## src/rtl/riscv_ctrl_pkg.sv

```systemverilog
// Shared encodings for the multi-cycle RV32I controller: opcodes, FSM states,
// ALU operations and datapath mux selects.
package riscv_ctrl_pkg;

    localparam logic [6:0] OP_LOAD   = 7'b0000011;
    localparam logic [6:0] OP_STORE  = 7'b0100011;
    localparam logic [6:0] OP_RTYPE  = 7'b0110011;
    localparam logic [6:0] OP_ITYPE  = 7'b0010011;
    localparam logic [6:0] OP_BRANCH = 7'b1100011;
    localparam logic [6:0] OP_JAL    = 7'b1101111;
    localparam logic [6:0] OP_JALR   = 7'b1100111;
    localparam logic [6:0] OP_LUI    = 7'b0110111;
    localparam logic [6:0] OP_AUIPC  = 7'b0010111;

    typedef enum logic [3:0] {
        FETCH, DECODE, MEMADR, MEMREAD, MEMWB, MEMWRITE, EXECR, EXECI,
        ALUWB, BRANCH, JAL, JALR, LUI, AUIPC, ILLEGAL, FAULT
    } state_t;

    localparam logic [3:0] ALU_ADD  = 4'd0;
    localparam logic [3:0] ALU_SUB  = 4'd1;
    localparam logic [3:0] ALU_AND  = 4'd2;
    localparam logic [3:0] ALU_OR   = 4'd3;
    localparam logic [3:0] ALU_XOR  = 4'd4;
    localparam logic [3:0] ALU_SLT  = 4'd5;
    localparam logic [3:0] ALU_SLTU = 4'd6;
    localparam logic [3:0] ALU_SLL  = 4'd7;
    localparam logic [3:0] ALU_SRL  = 4'd8;
    localparam logic [3:0] ALU_SRA  = 4'd9;

    typedef enum logic [1:0] {ALUOP_ADD, ALUOP_SUB, ALUOP_FUNCT} aluop_t;

    localparam logic [2:0] IMM_I = 3'd0;
    localparam logic [2:0] IMM_B = 3'd1;
    localparam logic [2:0] IMM_S = 3'd2;
    localparam logic [2:0] IMM_J = 3'd3;
    localparam logic [2:0] IMM_U = 3'd4;

    localparam logic [1:0] RES_ALUOUT  = 2'd0;
    localparam logic [1:0] RES_MEMDATA = 2'd1;
    localparam logic [1:0] RES_PC4     = 2'd2;

    localparam logic [1:0] PC_ALURESULT = 2'd0;
    localparam logic [1:0] PC_ALUOUT    = 2'd1;
    localparam logic [1:0] PC_JALR      = 2'd2;

    localparam logic [1:0] SRCA_PC    = 2'd0;
    localparam logic [1:0] SRCA_OLDPC = 2'd1;
    localparam logic [1:0] SRCA_RS1   = 2'd2;
    localparam logic [1:0] SRCA_ZERO  = 2'd3;

    localparam logic [1:0] SRCB_RS2  = 2'd0;
    localparam logic [1:0] SRCB_IMM  = 2'd1;
    localparam logic [1:0] SRCB_FOUR = 2'd2;

endpackage

```

## src/rtl/multicycle_control_unit_alu_decoder.sv

```systemverilog
// ALU operation decode from the FSM's ALU class and the IR function fields.
// Latency: combinational. Backpressure: none.
// funct7[5] picks SUB/SRA on R-type; on I-type only funct3=101 honours it (SRAI).
module alu_decoder
    import riscv_ctrl_pkg::*;
(
    input  logic [6:0] op,
    input  logic [2:0] funct3,
    input  logic [6:0] funct7,
    input  aluop_t     aluop,
    output logic [3:0] alu_ctrl
);

    logic alt;
    logic unused_funct7;

    assign unused_funct7 = ^{funct7[6], funct7[4:0]};

    always_comb begin
        alt      = funct7[5] & ((op == OP_RTYPE) | (funct3 == 3'b101));
        alu_ctrl = ALU_ADD;
        case (aluop)
            ALUOP_SUB: alu_ctrl = ALU_SUB;
            ALUOP_FUNCT: begin
                case (funct3)
                    3'b000:  alu_ctrl = alt ? ALU_SUB : ALU_ADD;
                    3'b001:  alu_ctrl = ALU_SLL;
                    3'b010:  alu_ctrl = ALU_SLT;
                    3'b011:  alu_ctrl = ALU_SLTU;
                    3'b100:  alu_ctrl = ALU_XOR;
                    3'b101:  alu_ctrl = alt ? ALU_SRA : ALU_SRL;
                    3'b110:  alu_ctrl = ALU_OR;
                    default: alu_ctrl = ALU_AND;
                endcase
            end
            default: alu_ctrl = ALU_ADD;
        endcase
    end

endmodule

```

## src/rtl/multicycle_control_unit.sv

```systemverilog
// Multi-cycle RV32I control FSM driving the shared-memory datapath.
// Latency: branch/jump 3 cycles, ALU/store 4, load 5 (mem_ready=1).
// Backpressure: FETCH/MEMREAD/MEMWRITE stall on mem_ready; MEM_TIMEOUT stalled cycles -> FAULT.
module multicycle_control_unit
    import riscv_ctrl_pkg::*;
#(
    parameter int ALU_CTRL_W    = 4,
    parameter int MEM_TIMEOUT   = 16,
    parameter bit SUPPORT_AUIPC = 1'b1
) (
    input  logic                  clk,
    input  logic                  rst,
    input  logic [6:0]            op,
    input  logic [2:0]            funct3,
    input  logic [6:0]            funct7,
    input  logic                  Zero,
    input  logic                  LT,
    input  logic                  LTU,
    input  logic                  mem_ready,
    output logic                  PCWrite,
    output logic [1:0]            PCSrc,
    output logic                  AdrSrc,
    output logic                  MemRead,
    output logic                  MemWrite,
    output logic [2:0]            MemSrc,
    output logic                  IRWrite,
    output logic [1:0]            ALUSrcA,
    output logic [1:0]            ALUSrcB,
    output logic [ALU_CTRL_W-1:0] ALUControl,
    output logic [2:0]            ImmSrc,
    output logic                  RegWrite,
    output logic [1:0]            ResultSrc,
    output logic                  illegal,
    output logic                  mem_fault,
    output logic [3:0]            state_o
);

    localparam int CNT_W  = (MEM_TIMEOUT > 1) ? $clog2(MEM_TIMEOUT) : 1;
    localparam int LAST_I = (MEM_TIMEOUT > 0) ? MEM_TIMEOUT - 1 : 0;
    localparam logic [CNT_W-1:0] CNT_LAST = CNT_W'(LAST_I);

    state_t          state, state_nxt;
    logic [CNT_W-1:0] wait_cnt;
    logic            mem_wait, timeout;
    aluop_t          aluop;
    logic [3:0]      alu_dec;

    assign state_o    = state;
    assign ALUControl = ALU_CTRL_W'(alu_dec);

    assign mem_wait = ((state == FETCH) || (state == MEMREAD) || (state == MEMWRITE)) && !mem_ready;
    assign timeout  = (MEM_TIMEOUT != 0) && mem_wait && (wait_cnt == CNT_LAST);

    alu_decoder u_alu_decoder (
        .op       (op),
        .funct3   (funct3),
        .funct7   (funct7),
        .aluop    (aluop),
        .alu_ctrl (alu_dec)
    );

    always_ff @(posedge clk) begin
        if (rst) begin
            state     <= FETCH;
            wait_cnt  <= '0;
            illegal   <= 1'b0;
            mem_fault <= 1'b0;
        end else begin
            state <= state_nxt;
            if (state_nxt != state || !mem_wait)
                wait_cnt <= '0;
            else
                wait_cnt <= wait_cnt + CNT_W'(1);
            if (state_nxt == ILLEGAL)
                illegal <= 1'b1;
            if (timeout)
                mem_fault <= 1'b1;
        end
    end

    always_comb begin
        state_nxt = state;
        PCWrite   = 1'b0;
        PCSrc     = PC_ALURESULT;
        AdrSrc    = 1'b0;
        MemRead   = 1'b0;
        MemWrite  = 1'b0;
        MemSrc    = 3'd0;
        IRWrite   = 1'b0;
        ALUSrcA   = SRCA_PC;
        ALUSrcB   = SRCB_RS2;
        ImmSrc    = IMM_I;
        RegWrite  = 1'b0;
        ResultSrc = RES_ALUOUT;
        aluop     = ALUOP_ADD;
        case (state)
            FETCH: begin
                MemRead = 1'b1;
                if (mem_ready) begin
                    IRWrite   = 1'b1;
                    PCWrite   = 1'b1;
                    ALUSrcB   = SRCB_FOUR;
                    state_nxt = DECODE;
                end
            end
            DECODE: begin
                // ALUOut <= OldPC + imm: branch target, or jump target for JAL
                ALUSrcA = SRCA_OLDPC;
                ALUSrcB = SRCB_IMM;
                ImmSrc  = (op == OP_JAL) ? IMM_J : IMM_B;
                case (op)
                    OP_LOAD, OP_STORE: state_nxt = MEMADR;
                    OP_RTYPE:          state_nxt = EXECR;
                    OP_ITYPE:          state_nxt = EXECI;
                    OP_BRANCH:         state_nxt = BRANCH;
                    OP_JAL:            state_nxt = JAL;
                    OP_JALR:           state_nxt = JALR;
                    OP_LUI:            state_nxt = LUI;
                    OP_AUIPC:          state_nxt = SUPPORT_AUIPC ? AUIPC : ILLEGAL;
                    default:           state_nxt = ILLEGAL;
                endcase
            end
            MEMADR: begin
                ALUSrcA   = SRCA_RS1;
                ALUSrcB   = SRCB_IMM;
                ImmSrc    = (op == OP_STORE) ? IMM_S : IMM_I;
                MemSrc    = funct3;
                state_nxt = (op == OP_STORE) ? MEMWRITE : MEMREAD;
            end
            MEMREAD: begin
                AdrSrc  = 1'b1;
                MemRead = 1'b1;
                MemSrc  = funct3;
                if (mem_ready) state_nxt = MEMWB;
            end
            MEMWB: begin
                MemSrc    = funct3;
                ResultSrc = RES_MEMDATA;
                RegWrite  = 1'b1;
                state_nxt = FETCH;
            end
            MEMWRITE: begin
                AdrSrc   = 1'b1;
                MemWrite = 1'b1;
                MemSrc   = funct3;
                if (mem_ready) state_nxt = FETCH;
            end
            EXECR, EXECI: begin
                ALUSrcA   = SRCA_RS1;
                ALUSrcB   = (state == EXECI) ? SRCB_IMM : SRCB_RS2;
                aluop     = ALUOP_FUNCT;
                state_nxt = ALUWB;
            end
            ALUWB: begin
                RegWrite  = 1'b1;
                state_nxt = FETCH;
            end
            BRANCH: begin
                ALUSrcA   = SRCA_RS1;
                aluop     = ALUOP_SUB;
                PCSrc     = PC_ALUOUT;
                state_nxt = FETCH;
                case (funct3)
                    3'b000:  PCWrite = Zero;
                    3'b001:  PCWrite = !Zero;
                    3'b100:  PCWrite = LT;
                    3'b101:  PCWrite = !LT;
                    3'b110:  PCWrite = LTU;
                    3'b111:  PCWrite = !LTU;
                    default: state_nxt = ILLEGAL;
                endcase
            end
            JAL: begin
                PCSrc     = PC_ALUOUT;
                PCWrite   = 1'b1;
                RegWrite  = 1'b1;
                ResultSrc = RES_PC4;
                state_nxt = FETCH;
            end
            JALR: begin
                ALUSrcA   = SRCA_RS1;
                ALUSrcB   = SRCB_IMM;
                PCSrc     = PC_JALR;
                PCWrite   = 1'b1;
                RegWrite  = 1'b1;
                ResultSrc = RES_PC4;
                state_nxt = FETCH;
            end
            LUI, AUIPC: begin
                ALUSrcA   = (state == LUI) ? SRCA_ZERO : SRCA_OLDPC;
                ALUSrcB   = SRCB_IMM;
                ImmSrc    = IMM_U;
                state_nxt = ALUWB;
            end
            default: state_nxt = state;
        endcase
        if (timeout) state_nxt = FAULT;
        // Enables are cut combinationally so an in-flight access dies the cycle rst is seen
        if (rst) begin
            PCWrite  = 1'b0;
            IRWrite  = 1'b0;
            MemRead  = 1'b0;
            MemWrite = 1'b0;
            RegWrite = 1'b0;
        end
    end

endmodule

```

## config.mk

```make
export PLATFORM = sky130hd
export DESIGN_NAME = multicycle_control_unit
export DESIGN_NICKNAME = d
export VERILOG_FILES = /design/src/rtl/riscv_ctrl_pkg.sv /design/src/rtl/multicycle_control_unit_alu_decoder.sv /design/src/rtl/multicycle_control_unit.sv
export SDC_FILE = /design/constraint.sdc
export NUM_CORES = 1
export LEC_CHECK = 0
export CAP_MARGIN = 25
export CORE_AREA = 2 2 57 59
export CTS_BUF_LIST = sky130_fd_sc_hd__clkbuf_8
export CTS_CLUSTER_SIZE = 14
export DETAILED_ROUTE_END_ITERATION = 6
export DIE_AREA = 0 0 59 61
export HOLD_SLACK_MARGIN = 0.06
export PLACE_DENSITY = 0.83
export SYNTH_ARGS = -nofsm -noshare
export SYNTH_HDL_FRONTEND = slang
export SYNTH_SLANG_ARGS = --single-unit
```

## constraint.sdc

```tcl
create_clock -name clk -period 1.7 [get_ports clk]
set_input_delay 0.34 -clock clk [delete_from_list [all_inputs] [get_ports clk]]
set_output_delay 0.34 -clock clk [all_outputs]
set_load 0.05 [all_outputs]
```

==> reports/metrics.yaml, run 1 <==
die_h_um: 61
netlist_area_um2: 1080
pin_count: 53
synth_area_leaders: "dfxtp_1 (19%), nor2_1 (8.3%), nand2_1 (5.6%)"
root_buffer: "clkbuf_8"
clockBufferDepth: 2
ys.flop_type: "dfxtp_1"
async_flop_share: 0
cts_resized: 81
synthAdderAreaFrac: 0.0347
synth_top_area_cell: "dfxtp_1"
synth-compound-area-share: 0.199
post-dp-hpwl_mm: 3.52
haltStage: "clock tree synthesis"
initial_core_util: 0.366
port_buffers: 46
place.gp.congestion: 0.837
cts_hold_buf: 0
yosys_warnings: 0
synth_mux_area_frac: 0.0185
numCtsBuffers: 3
synth_xor_area_frac: 0.0648
syn_inst: 159
run_status: "stopped before the end"
synth_cell_types: 38
synth.net_count: 185
synth_seq_cells: 10
tool.error: "[ERROR DPL-0033] detailed placement checks failed during check placement."
synth_edf_count: 0
dp_cells: 270
synth_top_area_share: 0.185
cts.sinks: 10
avgSynthCellArea_um2: 6.80
rows: 20
htree_levels: 1
synth_top_family_by_area: "simple AND/OR/NAND/NOR gates"
post-cts-setup-buffers: 18
yosysSeqAreaShare: 0.185
die_w_um: 59
yosys.area_share.simple: 0.413
[Yosys cell counts, types with 4 or more instances]
| master | count |
|---|---|
| nor3_1 | 8 |
| a21oi_1 | 7 |
| dfxtp_1 | 10 |
| o21ai_0 | 7 |
| buf_2 | 4 |
| inv_1 | 6 |
| o22ai_1 | 6 |
| clkbuf_1 | 7 |
| nand2_1 | 16 |
| nand3_1 | 6 |
| xnor2_1 | 4 |
| xor2_1 | 4 |
| nor2_1 | 24 |
| nand2b_1 | 7 |
| and2_1 | 4 |
[stage by stage]
stage	worst slack [ns]	hold WS [ns]	area, µm²	utilization
2_1_floorplan	-0.460	0.430	1450	-
3_5_place_dp	-0.713	0.459	2410	0.816
3_3_place_gp	-0.631	0.438	2410	0.816
[kinds of logic after synthesis]
| logic type | after synthesis |
|---|---|
| and+or+nand+nor | 85 |
| AOI/OAI and AO/OA | 32 |
| buffers and inverters | 19 |
| DFF | 10 |
| xor gates and xnor gates | 8 |
| adders and majority gates | 3 |
| muxes | 2 |
==> inputs of run 2 (changes only) <==
--- a/config.mk
+++ b/config.mk
@@ -6,13 +6,10 @@
 export NUM_CORES = 1
 export LEC_CHECK = 0
 export CAP_MARGIN = 25
-export CORE_AREA = 2 2 57 59
-export CTS_BUF_LIST = sky130_fd_sc_hd__clkbuf_8
-export CTS_CLUSTER_SIZE = 14
+export CORE_AREA = 2 2 69 71
 export DETAILED_ROUTE_END_ITERATION = 6
-export DIE_AREA = 0 0 59 61
-export HOLD_SLACK_MARGIN = 0.06
-export PLACE_DENSITY = 0.83
+export DIE_AREA = 0 0 71 73
+export PLACE_DENSITY_LB_ADDON = 0.15
 export SYNTH_ARGS = -nofsm -noshare
 export SYNTH_HDL_FRONTEND = slang
 export SYNTH_SLANG_ARGS = --single-unit
==> constraint.sdc (replaced) <==
create_clock -name clk -period 2.2 [get_ports clk]
set_input_delay 0.44 -clock clk [delete_from_list [all_inputs] [get_ports clk]]
set_output_delay 0.44 -clock clk [all_outputs]
set_load 0.05 [all_outputs]
==> run 2 against run 1 <==
Effect of this change:
- the flow now finishes, with violations (setup timing)
- area after synthesis unchanged
- synthesized cell count unchanged
==> reports/metrics.yaml, run 2 <==
run_status: "finished, violations left"
violations: "setup timing"
ir_worst_vdd_v: 0.000382
synthTopCellsByCount: "nor2_1 (24), nand2_1 (16), dfxtp_1 (10)"
die_h_um: 73  # +20%
worst_ep_required_time_ns: 1.76
worst_pin_slew_ns: 0.498
min_path_cells: 1
root_buffer: "clkbuf_8"
vias: 1405
powerDensity_nw_per_um2: 511
grt_use_total: 0.152
yosys_warnings: 0  # unchanged
route.detailed.drc: 0
cts_tree: "done"
clk_pin_slew_ns: 0.05
avgSynthCellArea_um2: 6.80  # unchanged
die-area_um2: 5180
port_buffers: 46  # unchanged
viasPerCell: 4.90
die_w_um: 71  # +20%
period_minus_slack_ns: 2.22
dr_wl_met2_mm: 1.96
hold_viol_final: 0
hold_ws_ns: 0.459
start_kind: "flop"
syn_inst: 159  # unchanged
drt_first_iter_violations: 20
final_cell_area_um2: 2240
syn2layout_area_growth_pct: 108
synth_top_area_share: 0.185  # unchanged
overflow: 0
htree_levels: 1  # unchanged
grt_pass1_wl_mm: 6.33
fillers: 433
path_cells: "clkinvlp_4 > nand2_2 > nor2_4 > ha_4 > nand2b_4 > nor3_4 > buf_12"
rows: 25  # +25%
crit_slowest_cell: "dfxtp_4"
synth_area_leaders: "dfxtp_1 (19%), nor2_1 (8.3%), nand2_1 (5.6%)"
drive_above_1_share: 0.455
wl_per_cell_um: 13.6
ys.flop_type: "dfxtp_1"
top_layer: "met4"
pin_count: 53  # unchanged
relSlewSlack: 0.667
final.period_utilization: 1.01
cts.sinks: 10  # unchanged
synth_top_area_cell: "dfxtp_1"
clockBufferDepth: 2  # unchanged
endpoint_kind: "output pin"
grt_pass1_vias: 1340
critPathKind: "reg -> out"
core_um2: 4540
clock_latency_ns: 0.24
wirelength_mm: 3.90
finalSetupViolations: 1
netlist_area_um2: 1080  # unchanged
synth_edf_count: 0  # unchanged
ant_nets: 0
clock_skew_ns: 0.00672
grt_start_max_net_pins: 15
final_common_cell: "buf_4"
post-dp-hpwl_mm: 3.07  # -13%
hp-class: "reg -> reg"
mostFrequentLayoutCells: "buf_4 (40), buf_12 (21), nor2_1 (18), nand2_1 (15), dlygate4sd2_1 (9)"
wl_met1_mm: 1.73
arrival_ns: 1.78
synth.net_count: 185  # unchanged
initial_core_util: 0.238  # -0.128
drt_pass1_iterations: 4
power.leakage_uw: 0.000941
final.setup.worst_slack_ns: -0.0152
place.gp.congestion: 0.876  # +4.7%
cts_hold_buf: 0  # unchanged
critPathMaxFanout: 6
yosysSeqAreaShare: 0.185  # unchanged
synth_seq_cells: 10  # unchanged
finalNetCount: 260
fmax_mhz: 451
numCtsBuffers: 3  # unchanged
async_flop_share: 0  # unchanged
met3WireLength_um: 158
rsz0062_at_grt: "true"
synth_cell_types: 38  # unchanged
postPlaceCellArea_um2: 2110  # -12%
critPathMaxStageDelay_ns: 0.38
synth_most_common_cell: "nor2_1"
grt_antenna_before_repair: 0
maxCapViolations: 0
slew_viol_final: 0
n_antenna_cell: 0
r2r_cells: 6
## run 2: logic make-up after synthesis
family / share of synthesized area
compound gates: 0.199
simple gates: 0.413
xor+xnor: 0.0648
flops: 0.185
buf+inv: 0.0845
mux: 0.0185
fa+ha+maj: 0.0347
## run 2: layer usage
layer	vias to the layer above	global-route usage
li1	714	-
met1	650	0.183
met2	35	0.271
met3	6	0.0235
met4	0	0.0587
met5	-	0
## run 2: cell type report
| type | count | area (µm²) | share of cell area |
|---|---|---|---|
| clock buffer | 4 | 45.0 | 0.0201 |
| inverter | 6 | 30.0 | 0.0134 |
| multi-input combinational | 130 | 965 | 0.430 |
| sequential | 10 | 215 | 0.0959 |
| tap | 54 | 67.6 | 0.0301 |
| timing repair buffer | 83 | 921 | 0.410 |
## run 2: worst paths after layout
path / startpoint / endpoint / slack [ns]
setup / recovery: state_o[3] / ALUControl[3] / -0.02
setup reg to reg: state_o[1] / illegal / 0.35
hold / removal: wait_cnt[0] / wait_cnt[0] / 0.46
hold reg to reg: wait_cnt[0] / wait_cnt[0] / 0.46
## run 2: report_power, final
part           switching, µW  internal [µW]  total [µW]
clock                   68.2            126         195
combinational            410            323         733
sequential              23.1            196         219
total                    501            646        1150
## run 2: critical path, delay by kind of cell, from the launching register on
kind                       cells  cell delay [ns]
DFF                            1             0.38
adders and majority gates      1             0.24
and+or+nand+nor                4             0.64
buffers and inverters          2             0.29
## run 2: per-stage QoR
| stage | cells | utilization | setup WS (ns) | setup TNS (ns) | power (µW) |
|---|---|---|---|---|---|
| 5_1_grt | 287 | 0.495 | -0.120 | -0.162 | 1210 |
| 4_1_cts | 283 | 0.488 | -0.0686 | -0.0891 | 1150 |
| 3_3_place_gp | 274 | 0.465 | -0.335 | -1.12 | 925 |
| 6_report | 287 | 0.495 | -0.0152 | -0.0152 | 1150 |
| 3_5_place_dp | 274 | 0.465 | -0.328 | -1.07 | 936 |
| 2_1_floorplan | 159 | - | -0.186 | -0.407 | 634 |
## run 2: what timing repair did
item / in CTS / in global routing
pin swaps: 12 / 11
buffers inserted: 5 / 4
endpoints found under the setup margin: 6 / 11
gates resized for setup: 23 / 6
Note: power is estimated with default switching activity, not from simulation.
==> inputs of run 3 (changes only) <==
--- a/config.mk
+++ b/config.mk
@@ -7,6 +7,7 @@
 export LEC_CHECK = 0
 export CAP_MARGIN = 25
 export CORE_AREA = 2 2 69 71
+export CTS_CLUSTER_SIZE = 25
 export DETAILED_ROUTE_END_ITERATION = 6
 export DIE_AREA = 0 0 71 73
 export PLACE_DENSITY_LB_ADDON = 0.15
==> results of run 3 <==
No change in the layout: final DEF, timing and power equal those of run 2.
==> inputs of run 4 (changes only) <==
--- a/config.mk
+++ b/config.mk
@@ -10,6 +10,7 @@
 export CTS_CLUSTER_SIZE = 25
 export DETAILED_ROUTE_END_ITERATION = 6
 export DIE_AREA = 0 0 71 73
+export DONT_BUFFER_PORTS = 1
 export PLACE_DENSITY_LB_ADDON = 0.15
 export SYNTH_ARGS = -nofsm -noshare
 export SYNTH_HDL_FRONTEND = slang
==> run 4 against run 3 <==
Effect of this change:
- the flow now finishes without violations
- clock-buffer cell count did not move
- wire length fell by 14%
- via count fell by 13%
- sequential power barely moved
- power fell by 17%
- worst hold slack got worse by 0.19 ns
- flip-flop and latch count did not move
- critical path depth did not move
- critical endpoint unchanged
==> reports/metrics.yaml, run 4 (synthesis results as in run 2) <==
run_status: "finished clean"
slew_viol_final: 0  # unchanged
pin_count: 53  # unchanged
final.period_utilization: 0.984  # -0.0233
critPathTopFamily: "simple AND/OR/NAND/NOR gates"
worstReg2RegStart: "state_o[2]"
root_buffer: "clkbuf_8"
rsz0062_at_grt: "true"
place.gp.congestion: 0.794  # -9.4%
clk_pin_slew_ns: 0.05  # about the same
fmax_mhz: 462  # +2.4%
rows: 25  # unchanged
maxCapViolations: 0  # unchanged
finalNetCount: 214  # -18%
die_w_um: 71  # unchanged
ant_nets: 0  # unchanged
finalSetupViolations: 0  # -1
hp-class: "in -> reg"
clock_latency_ns: 0.23  # about the same
final.setup.worst_slack_ns: 0.0360  # +0.0512 ns
hold_viol_final: 0  # unchanged
clock_skew_ns: 0.00554  # -0.00118 ns
port_buffers: 0  # -100%
wirelength_mm: 3.34  # -14%
cts.sinks: 10  # unchanged
wl_per_cell_um: 13.9  # +2.1%
powerDensity_nw_per_um2: 569  # +11%
relSlewSlack: 0.660  # -0.00731
numCtsBuffers: 3  # unchanged
r2r_cells: 6  # unchanged
htree_levels: 1  # unchanged
initial_core_util: 0.238  # unchanged
cts_tree: "done"
viasPerCell: 5.06  # +3.4%
overflow: 0  # unchanged
reg2reg_to: "illegal"
route.detailed.drc: 0  # unchanged
grt_antenna_before_repair: 0  # unchanged
critPathMaxStageDelay_ns: 0.37  # about the same
critPathMaxFanout: 4  # -2
final_common_cell: "buf_4"
endpoint_kind: "output pin"
start_kind: "flop"
syn2layout_area_growth_pct: 55.6
min_path_cells: 1  # unchanged
finalPower_uw: 957  # -17%
vias: 1220  # -13%
grt_use_total: 0.129  # -0.0232
crit_slowest_cell: "dfxtp_4"
min_from: "rst"
grt_start_max_net_pins: 17  # +2
worst_pin_slew_ns: 0.510  # +0.0118 ns
mostFrequentLayoutCells: "buf_4 (29), nor2_1 (19), nand2_1 (15), buf_12 (7)"
die-area_um2: 5180  # unchanged
drive_above_1_share: 0.396  # -0.0592
ff2ff_setup_slack_ns: 0.24  # -0.11 ns
post-place-ws_ns: 0.0627  # +0.391 ns
period_minus_slack_ns: 2.16  # -0.0512 ns
whs_endpoint: "state_o[0]"
utilization: 0.371  # -0.124
drt_first_iter_violations: 34  # +70%
worst_ep_required_time_ns: 1.76  # about the same
drt_pass1_iterations: 4  # unchanged
ir_worst_vdd_v: 0.000352  # -7.7%
arrival_ns: 1.72  # -0.06 ns
postPlaceCellArea_um2: 1570  # -26%
critPathKind: "reg -> out"
core_um2: 4540  # unchanged
post-dp-hpwl_mm: 2.63  # -15%
power.leakage_uw: 0.000664  # -29%
timing.setup.tns_ns: 0  # +0.0152 ns
clockBufferDepth: 2  # unchanged
path_cells: "clkinvlp_4 > nand2_2 > nor2_4 > ha_4 > nand2b_4 > nor3_4 > buf_12"
grt_pass1_wl_mm: 5.40  # -15%
cp_num_buf_inv: 2  # unchanged
grt_pass1_vias: 1168  # -13%
die_h_um: 73  # unchanged
n_antenna_cell: 0  # unchanged
final_cell_area_um2: 1680  # -25%
[run 4: repair_timing]
action / CTS / global route
setup buffers: 4 / 1
endpoints found under the setup margin: 3 / 6
gates resized for setup: 5 / 2
hold buffers: 0 / 0
pin swaps: 3 / 1
[run 4: area by class of cell]
cell class / count / area [µm²]
fillers: 466 / 2850
repair buffers: 37 / 369
multi-input cells: 130 / 955
well taps: 54 / 67.6
inverters: 6 / 30.0
flip-flops and latches: 10 / 215
clock buffers: 4 / 45.0
[run 4: routing by layer]
layer  routed length, µm  share of wire  track usage
met5                   0              0            0
met4                  19         0.0057       0.0440
met3                 191          0.057       0.0180
met2                1640           0.49        0.223
met1                1500           0.45        0.163
[run 4: worst max-delay path by stage]
stage	from	end	slack (ns)	cells past startpoint
5_1_grt	state_o[3]	ALUControl[3]	-0.07	7
2_1_floorplan	state_o[2]	ImmSrc[1]	-0.19	4
4_1_cts	state_o[0]	ALUControl[3]	-0.0009	6
3_5_place_dp	op[2]	ALUControl[0]	0.06	6
6_report	state_o[3]	ALUControl[3]	0.04	7
3_3_place_gp	op[2]	ALUControl[0]	0.07	6
[run 4: per-stage QoR]
step           hold slack (ns)  instances
6_report                 0.265        241
3_5_place_dp             0.456        232
5_1_grt                  0.252        241
2_1_floorplan            0.431        159
4_1_cts                  0.258        240
3_3_place_gp             0.441        232
[run 4: where the power goes]
group	total, µW	switching (µW)	leakage (µW)	internal [µW]
sequential	221	25.2	0.0000841	196
combinational	545	355	0.000557	190
clock	191	64.5	0.0000228	126
